--- src/rtl/sync_pkg.sv ---
// Shared constants and helpers for the synchronizer/debouncer slice.
package sync_pkg;

    localparam int DEF_CHANNELS        = 4;
    localparam int DEF_STAGES          = 2;
    localparam int DEF_DEBOUNCE_CYCLES = 16;

    // Counter must hold values up to DEBOUNCE_CYCLES-1; sized from cycles+1 so 1 still yields a 1-bit counter.
    function automatic int cnt_width(input int cycles);
        return (cycles < 1) ? 1 : $clog2(cycles + 1);
    endfunction

endpackage

--- src/rtl/sync_debounce_channel.sv ---
// One input channel: metastability chain, stability counter, clean level and edge pulses.
module sync_debounce_channel
    import sync_pkg::*;
#(
    parameter int   STAGES          = DEF_STAGES,
    parameter int   DEBOUNCE_CYCLES = DEF_DEBOUNCE_CYCLES,
    parameter logic RESET_VAL       = 1'b0
) (
    input  logic clk,
    input  logic reset,
    input  logic async_in,
    output logic level_out,
    output logic rise_pulse,
    output logic fall_pulse
);

    localparam int               CNT_W    = cnt_width(DEBOUNCE_CYCLES);
    localparam logic [CNT_W-1:0] CNT_LAST = CNT_W'(DEBOUNCE_CYCLES - 1);

    logic [STAGES-1:0] sync_r;
    logic              sync_s;
    logic [CNT_W-1:0]  cnt_r;
    logic [CNT_W-1:0]  cnt_nxt_s;
    logic              level_nxt_s;
    logic              rise_nxt_s;
    logic              fall_nxt_s;

    // Metastability chain; only the last stage is ever looked at.
    always_ff @(posedge clk) begin
        if (reset) begin
            sync_r <= {STAGES{RESET_VAL}};
        end else begin
            sync_r <= {sync_r[STAGES-2:0], async_in};
        end
    end

    assign sync_s = sync_r[STAGES-1];

    // Next-state for the stability counter, level and pulses.
    always_comb begin
        cnt_nxt_s   = cnt_r;
        level_nxt_s = level_out;
        rise_nxt_s  = 1'b0;
        fall_nxt_s  = 1'b0;
        if (sync_s == level_out) begin
            cnt_nxt_s = {CNT_W{1'b0}};
        end else if (cnt_r >= CNT_LAST) begin
            // >= rather than == so a corrupted counter still cannot run past the terminal value.
            cnt_nxt_s   = {CNT_W{1'b0}};
            level_nxt_s = sync_s;
            rise_nxt_s  = sync_s;
            fall_nxt_s  = ~sync_s;
        end else begin
            cnt_nxt_s = cnt_r + CNT_W'(1);
        end
    end

    // Registered counter, level and pulse outputs.
    always_ff @(posedge clk) begin
        if (reset) begin
            cnt_r      <= {CNT_W{1'b0}};
            level_out  <= RESET_VAL;
            rise_pulse <= 1'b0;
            fall_pulse <= 1'b0;
        end else begin
            cnt_r      <= cnt_nxt_s;
            level_out  <= level_nxt_s;
            rise_pulse <= rise_nxt_s;
            fall_pulse <= fall_nxt_s;
        end
    end

endmodule

--- src/rtl/sync_debounce_edge_chk.sv ---
// Property checks on the top-level outputs: pulse exclusivity and pulse/level consistency.
module sync_debounce_edge_chk #(
    parameter int CHANNELS = 4
) (
    input logic                clk,
    input logic                reset,
    input logic [CHANNELS-1:0] level_out,
    input logic [CHANNELS-1:0] rise_pulse,
    input logic [CHANNELS-1:0] fall_pulse,
    input logic                any_edge
);

    a_pulse_exclusive: assert property (@(posedge clk) disable iff (reset)
        (rise_pulse & fall_pulse) == {CHANNELS{1'b0}});

    a_any_edge: assert property (@(posedge clk)
        any_edge == (|(rise_pulse | fall_pulse)));

    // Outside the cycle after reset, every level change is flagged by exactly the matching pulse.
    a_level_pulse: assert property (@(posedge clk) disable iff (reset)
        !$past(reset) |-> ((level_out ^ $past(level_out)) == (rise_pulse | fall_pulse))
                          && ((rise_pulse & ~level_out) == {CHANNELS{1'b0}})
                          && ((fall_pulse & level_out) == {CHANNELS{1'b0}}));

endmodule

--- src/rtl/sync_debounce_edge.sv ---
// Multi-channel async-input entry block: per-channel sync + debounce, plus an any-edge summary.
module sync_debounce_edge
    import sync_pkg::*;
#(
    parameter int                  CHANNELS        = DEF_CHANNELS,
    parameter int                  STAGES          = DEF_STAGES,
    parameter int                  DEBOUNCE_CYCLES = DEF_DEBOUNCE_CYCLES,
    parameter logic [CHANNELS-1:0] RESET_VALUE     = {CHANNELS{1'b0}}
) (
    input  logic                clk,
    input  logic                reset,
    input  logic [CHANNELS-1:0] async_in,
    output logic [CHANNELS-1:0] level_out,
    output logic [CHANNELS-1:0] rise_pulse,
    output logic [CHANNELS-1:0] fall_pulse,
    output logic                any_edge
);

    for (genvar i = 0; i < CHANNELS; i++) begin : g_ch
        sync_debounce_channel #(
            .STAGES          (STAGES),
            .DEBOUNCE_CYCLES (DEBOUNCE_CYCLES),
            .RESET_VAL       (RESET_VALUE[i])
        ) u_ch (
            .clk        (clk),
            .reset      (reset),
            .async_in   (async_in[i]),
            .level_out  (level_out[i]),
            .rise_pulse (rise_pulse[i]),
            .fall_pulse (fall_pulse[i])
        );
    end

    assign any_edge = |(rise_pulse | fall_pulse);

    sync_debounce_edge_chk #(
        .CHANNELS (CHANNELS)
    ) u_chk (
        .clk        (clk),
        .reset      (reset),
        .level_out  (level_out),
        .rise_pulse (rise_pulse),
        .fall_pulse (fall_pulse),
        .any_edge   (any_edge)
    );

endmodule

--- config.mk ---
export PLATFORM = sky130hd
export DESIGN_NAME = sync_debounce_edge
export DESIGN_NICKNAME = d
export VERILOG_FILES = /design/src/rtl/sync_pkg.sv /design/src/rtl/sync_debounce_channel.sv /design/src/rtl/sync_debounce_edge_chk.sv /design/src/rtl/sync_debounce_edge.sv
export SDC_FILE = /design/constraint.sdc
export NUM_CORES = 1
export LEC_CHECK = 0
export CAP_MARGIN = 30
export CELL_PAD_IN_SITES_DETAIL_PLACEMENT = 2
export CELL_PAD_IN_SITES_GLOBAL_PLACEMENT = 2
export CORE_MARGIN = 1.5
export CORE_UTILIZATION = 39
export CTS_BUF_LIST = sky130_fd_sc_hd__clkbuf_2
export CTS_CLUSTER_DIAMETER = 50
export DETAILED_ROUTE_END_ITERATION = 8
export GPL_ROUTABILITY_DRIVEN = 0
export PLACE_DENSITY_LB_ADDON = 0.1
export SLEW_MARGIN = 20
export SYNTH_ARGS = -nofsm -noshare
export SYNTH_HDL_FRONTEND = slang
export SYNTH_SLANG_ARGS = --single-unit
export TNS_END_PERCENT = 10
--- constraint.sdc ---
create_clock -name clk -period 2.7 [get_ports clk]
set_clock_uncertainty 0.15 [all_clocks]
set_input_delay 0.27 -clock clk [delete_from_list [all_inputs] [get_ports clk]]
set_output_delay 0.27 -clock clk [all_outputs]
set_load 0.02 [all_outputs]
Word level (Yosys, flattened, before mapping):

Cells that the tools add are included.

* bitwise gates (word level): 13
* order comparisons: 4
* equal/unequal tests: 4
* $add $sub $neg: 4
* reductions and logical operators: 13

Operator list (number)
* OR reduction 3 bit: 8
* adder 5 x 1 -> 5 bit (second input constant): 4
* greater-or-equal comparator 5 x 4 -> 1 bit (second input constant): 4
* NOT 1 bit: 12
* AND reduction 2 bit: 4
* equality test 1 bit: 4
* OR 4 bit: 1
* OR reduction 4 bit: 1

* bits in registers: 40
* output and inout port bits: 13
* input bits: 6

Depth between registers and ports, before layout:

* depth after elaboration: 3
* depth in mapped cells: 6
* depth with buffers taken out: 6

By module:

From an unflattened synthesis, not the netlist that was laid out.

* cells, all modules: 139
* area total of the unflattened synthesis: 1487.7 µm²

Modules (own cells, without submodules)
* sync_debounce_channel: instances 4, area an instance 367.9 µm², cells an instance 34, sequential area each 200.2 µm²
* sync_debounce_edge: instances 1, area an instance 16.3 µm², cells an instance 3, sequential area each 0.0 µm²

Worst setup path before layout:

OpenSTA, ideal clock, no wires.

* path type: flip-flop to flip-flop
* from: register g_ch[2].u_ch.cnt_r[0]
* to: register g_ch[2].u_ch.cnt_r[2]
* clock period less this slack: 1.751 ns
* cell stages (with the launch flop): 7
* data required time: 2.486 ns
* path buffers: 0
* data arrival time: 1.537 ns
* setup slack: 0.949 ns
* setup time: 0.064 ns
* cell sequence: dfxtp_1 ha_1 and3_1 ha_1 nor2_1 or4b_4 nor2_1

* cells in the longest elaborated chain, start to end: 2
* elaborated cells between the ends (all ways): 3
* classes of those cells: 1 x add/sub; 1 x order compare; 1 x reduce/logical

RTL lines
* start: declaration: line sync_debounce_channel.sv:22 `logic [CNT_W-1:0] cnt_r;`
* start signal: assignment: line sync_debounce_channel.sv:61 `cnt_r <= {CNT_W{1'b0}};`
* start signal: assignment: line sync_debounce_channel.sv:66 `cnt_r <= cnt_nxt_s;`
* greater-or-equal comparator 5 x 4 -> 1 bit: line sync_debounce_channel.sv:47 `end else if (cnt_r >= CNT_LAST) begin`
* OR reduction 3 bit (no source line)

Several ways; a longest one is shown, not always the timed one.
A chain may end at the register's enable or synchronous reset.

Final worst setup path:

* from: register g_ch[0].u_ch.fall_pulse
* to: output port any_edge

* cells in the longest elaborated chain, start to end: 2

RTL lines
* start: declaration: line sync_debounce_channel.sv:14 `output logic fall_pulse`
* start signal: assignment: line sync_debounce_channel.sv:69 `fall_pulse <= fall_nxt_s;`
* OR 4 bit: line sync_debounce_edge.sv:34 `assign any_edge = |(rise_pulse | fall_pulse);`
* OR reduction 4 bit: line sync_debounce_edge.sv:34
* end: declaration: line sync_debounce_edge.sv:16 `output logic any_edge`

Every way passes these cells.

==> impl_metrics.tcl <==
set metrics [dict create \
    swShare 0.245 \
    critPathRequiredTime_ns 2.28 \
    grt-ovfl-total 0 \
    critPathLaunchType "flop" \
    synth_top_family_by_area "simple AND/OR/NAND/NOR gates" \
    mostFrequentLayoutCells "dfxtp_1 (40), nor2_1 (21), clkdlybuf4s50_1 (18), inv_1 (12)" \
    numClockSinks 40 \
    end_kind "primary output" \
    syn_area_per_cell_sq_um 9.97 \
    clk_latency_ns 0.40 \
    max_cap_violations 0 \
    min_period_ns 2.13 \
    min_path_cells 2 \
    hold_violations 0 \
    critical_path_class "flop to primary output" \
    clock_path_buffers 2 \
    final_nets 182 \
    numCtsBuffers 5 \
    cts_tree "built" \
    syn_nets 170 \
    n_fill_cell 406 \
    cts_max_level 2 \
    ioPinCount 19 \
    vdd_drop_max_mv 0.286 \
    yosys_register_bits 40 \
    syn_inst 156 \
    synth_fa_ha_area_frac 0.0644 \
    grt_usage 0.161 \
    synth_flop_cell "dfxtp_1" \
    synthSimpleGateAreaFrac 0.232 \
    r2r_start "g_ch[2].u_ch.cnt_r[0]" \
    hold_start "async_in[0]" \
    drive_gt1_frac 0.0888 \
    crit_start "g_ch[0].u_ch.fall_pulse" \
    leakage_nw 0.666 \
    synth_compound_area_frac 0.0523 \
    pwr-share-seq 0.674 \
    wl_um 2850 \
    start_util 0.415 \
    cts_resized 0 \
    cellPowerDensity_nw_per_um2 512 \
    rrSetupSlack_ns 0.80 \
    drv_slew 0 \
    die_w_um 66.2 \
    cts_hold_buffers 0 \
    mostFrequentLayoutCell "dfxtp_1" \
    clk_pin_slew_ns 0.20 \
    wl_per_cell_um 13.1 \
    coreArea_sq_um 3740 \
    tightest_slew_ns 0.379 \
    synth_warnings 0 \
    pwr-share-clk 0.295 \
    power_switching_uw 219 \
    avgViaCountPerCell 5.01 \
    synth.mux.area_fraction 0 \
    synth_cell_types 24 \
    synth_area_sq_um 1560 \
    min_path_type "input port to flop" \
    synth-xor-area-share 0.0451 \
    grt_max_degree 22 \
    root_buffer "clkbuf_2" \
    grt_pass1_wl_um 5130 \
    crit_fanout 2 \
    finalSetupTns_ns 0 \
    grt_pass1_vias 1111 \
    period_share 0.789 \
    antenna_found_initial 0 \
    outcome "finished clean" \
    fmax_mhz 470 \
    route.detailed.drc 0 \
    critPathArrivalTime_ns 1.71 \
    port_buffers 18 \
    drt_iter0_drc 35 \
    num_antenna_cells 0 \
    hpwl_um 2160 \
    rsz0062_at_grt "false" \
    area.growth.synth_to_final_pct 12.5 \
    die_height_um 66.2 \
    combPwrFrac 0.031 \
    synth_edf_count 0 \
    internal_power_uw 676 \
    postCtsSetupRepairBufs 0 \
    worstRegToRegCells 6 \
    hold_ws_ns 0.243 \
    setup_violations 0 \
    ant_nets 0 \
    die-area_sq_um 4380 \
    synth-seq-area-share 0.515 \
    first_pass_iters 2 \
    total_power_uw 895 \
    relSlewSlack 0.745 \
    ys_async_sr_fraction 0 \
    num_rows 22 \
    num_vias 1088 \
]
-- critical path, stage by stage (launching register included) --
cell and delay [ns]:
dfxtp_1 0.36, nor4_1 0.31, nand2_1 0.09, clkdlybuf4s50_1 0.55
-- logic make-up (layout without fill, tap and decap cells) --
| group | count (synthesis) | in the layout |
|---|---|---|
| AOI/OAI and AO/OA | 12 | 12 |
| xor gates and xnor gates | 8 | 8 |
| adders and majority gates | 8 | 8 |
| buffers and inverters | 26 | 39 |
| DFF | 40 | 40 |
| and+or+nand+nor | 62 | 62 |
-- routing by layer --
metal	GRT usage	vias to the layer above	routed length, um
met4	0.0842	0	57
li1	-	544	-
met5	0	-	0
met1	0.197	518	1330
met3	0.0647	5	162
met2	0.241	21	1290
-- final cells by class --
cell class              instances  area [sq um]  area share
repair buffers                 19           188       0.107
clock buffers                   5          25.0      0.0143
clock inverters                 3          18.8      0.0107
flip-flops and latches         40           801       0.458
inverters                      12          45.0      0.0258
multi-input cells              90           612       0.350
well taps                      48          60.1      0.0343
-- worst paths after layout --
kind	to
hold / removal	g_ch[0].u_ch.sync_r[0]
setup reg to reg	g_ch[2].u_ch.cnt_r[2]
hold reg to reg	g_ch[3].u_ch.sync_r[1]
setup / recovery	any_edge
-- cells in the mapped netlist (4+ instances only) --
cell     count  share of area
and3_1       4          0.016
xnor2_1      5          0.028
nor2b_1      8          0.032
nand4_1      6          0.024
nor4b_1      8          0.045
nor2_1      21          0.051
ha_1         8          0.064
inv_1       12          0.029
buf_4       12          0.058
a21oi_1      6          0.019
dfxtp_1     40           0.51
a31o_2       4          0.023
-- registers in the layout, summed over array words and instances, names as in the netlist --
register              flops
g_ch.u_ch.cnt_r          20
g_ch.u_ch.level_out       4
g_ch.u_ch.sync_r          8
g_ch.u_ch.rise_pulse      4
g_ch.u_ch.fall_pulse      4
-- metrics by stage --
step | utilization | instances | worst slack, ns | cell area [sq um]
after global placement | 0.456 | 209 | 0.894 | 1710
after detailed placement | 0.456 | 209 | 0.801 | 1710
after CTS | 0.467 | 217 | 0.507 | 1750
final | 0.467 | 217 | 0.571 | 1750
after global routing | 0.467 | 217 | 0.429 | 1750
after floorplan | - | 156 | 0.949 | 1560
-- power groups by stage --
stage / sequential, mW / clock (mW) / combinational (mW)
global route: 0.606 / 0.313 / 0.0321
finish: 0.604 / 0.264 / 0.0275
floorplan: 0.614 / 0 / 0.0158
CTS: 0.604 / 0.285 / 0.0285
detailed placement: 0.616 / 0 / 0.0284
global placement: 0.615 / 0 / 0.0268
Note: power is estimated with default switching activity, not from simulation.
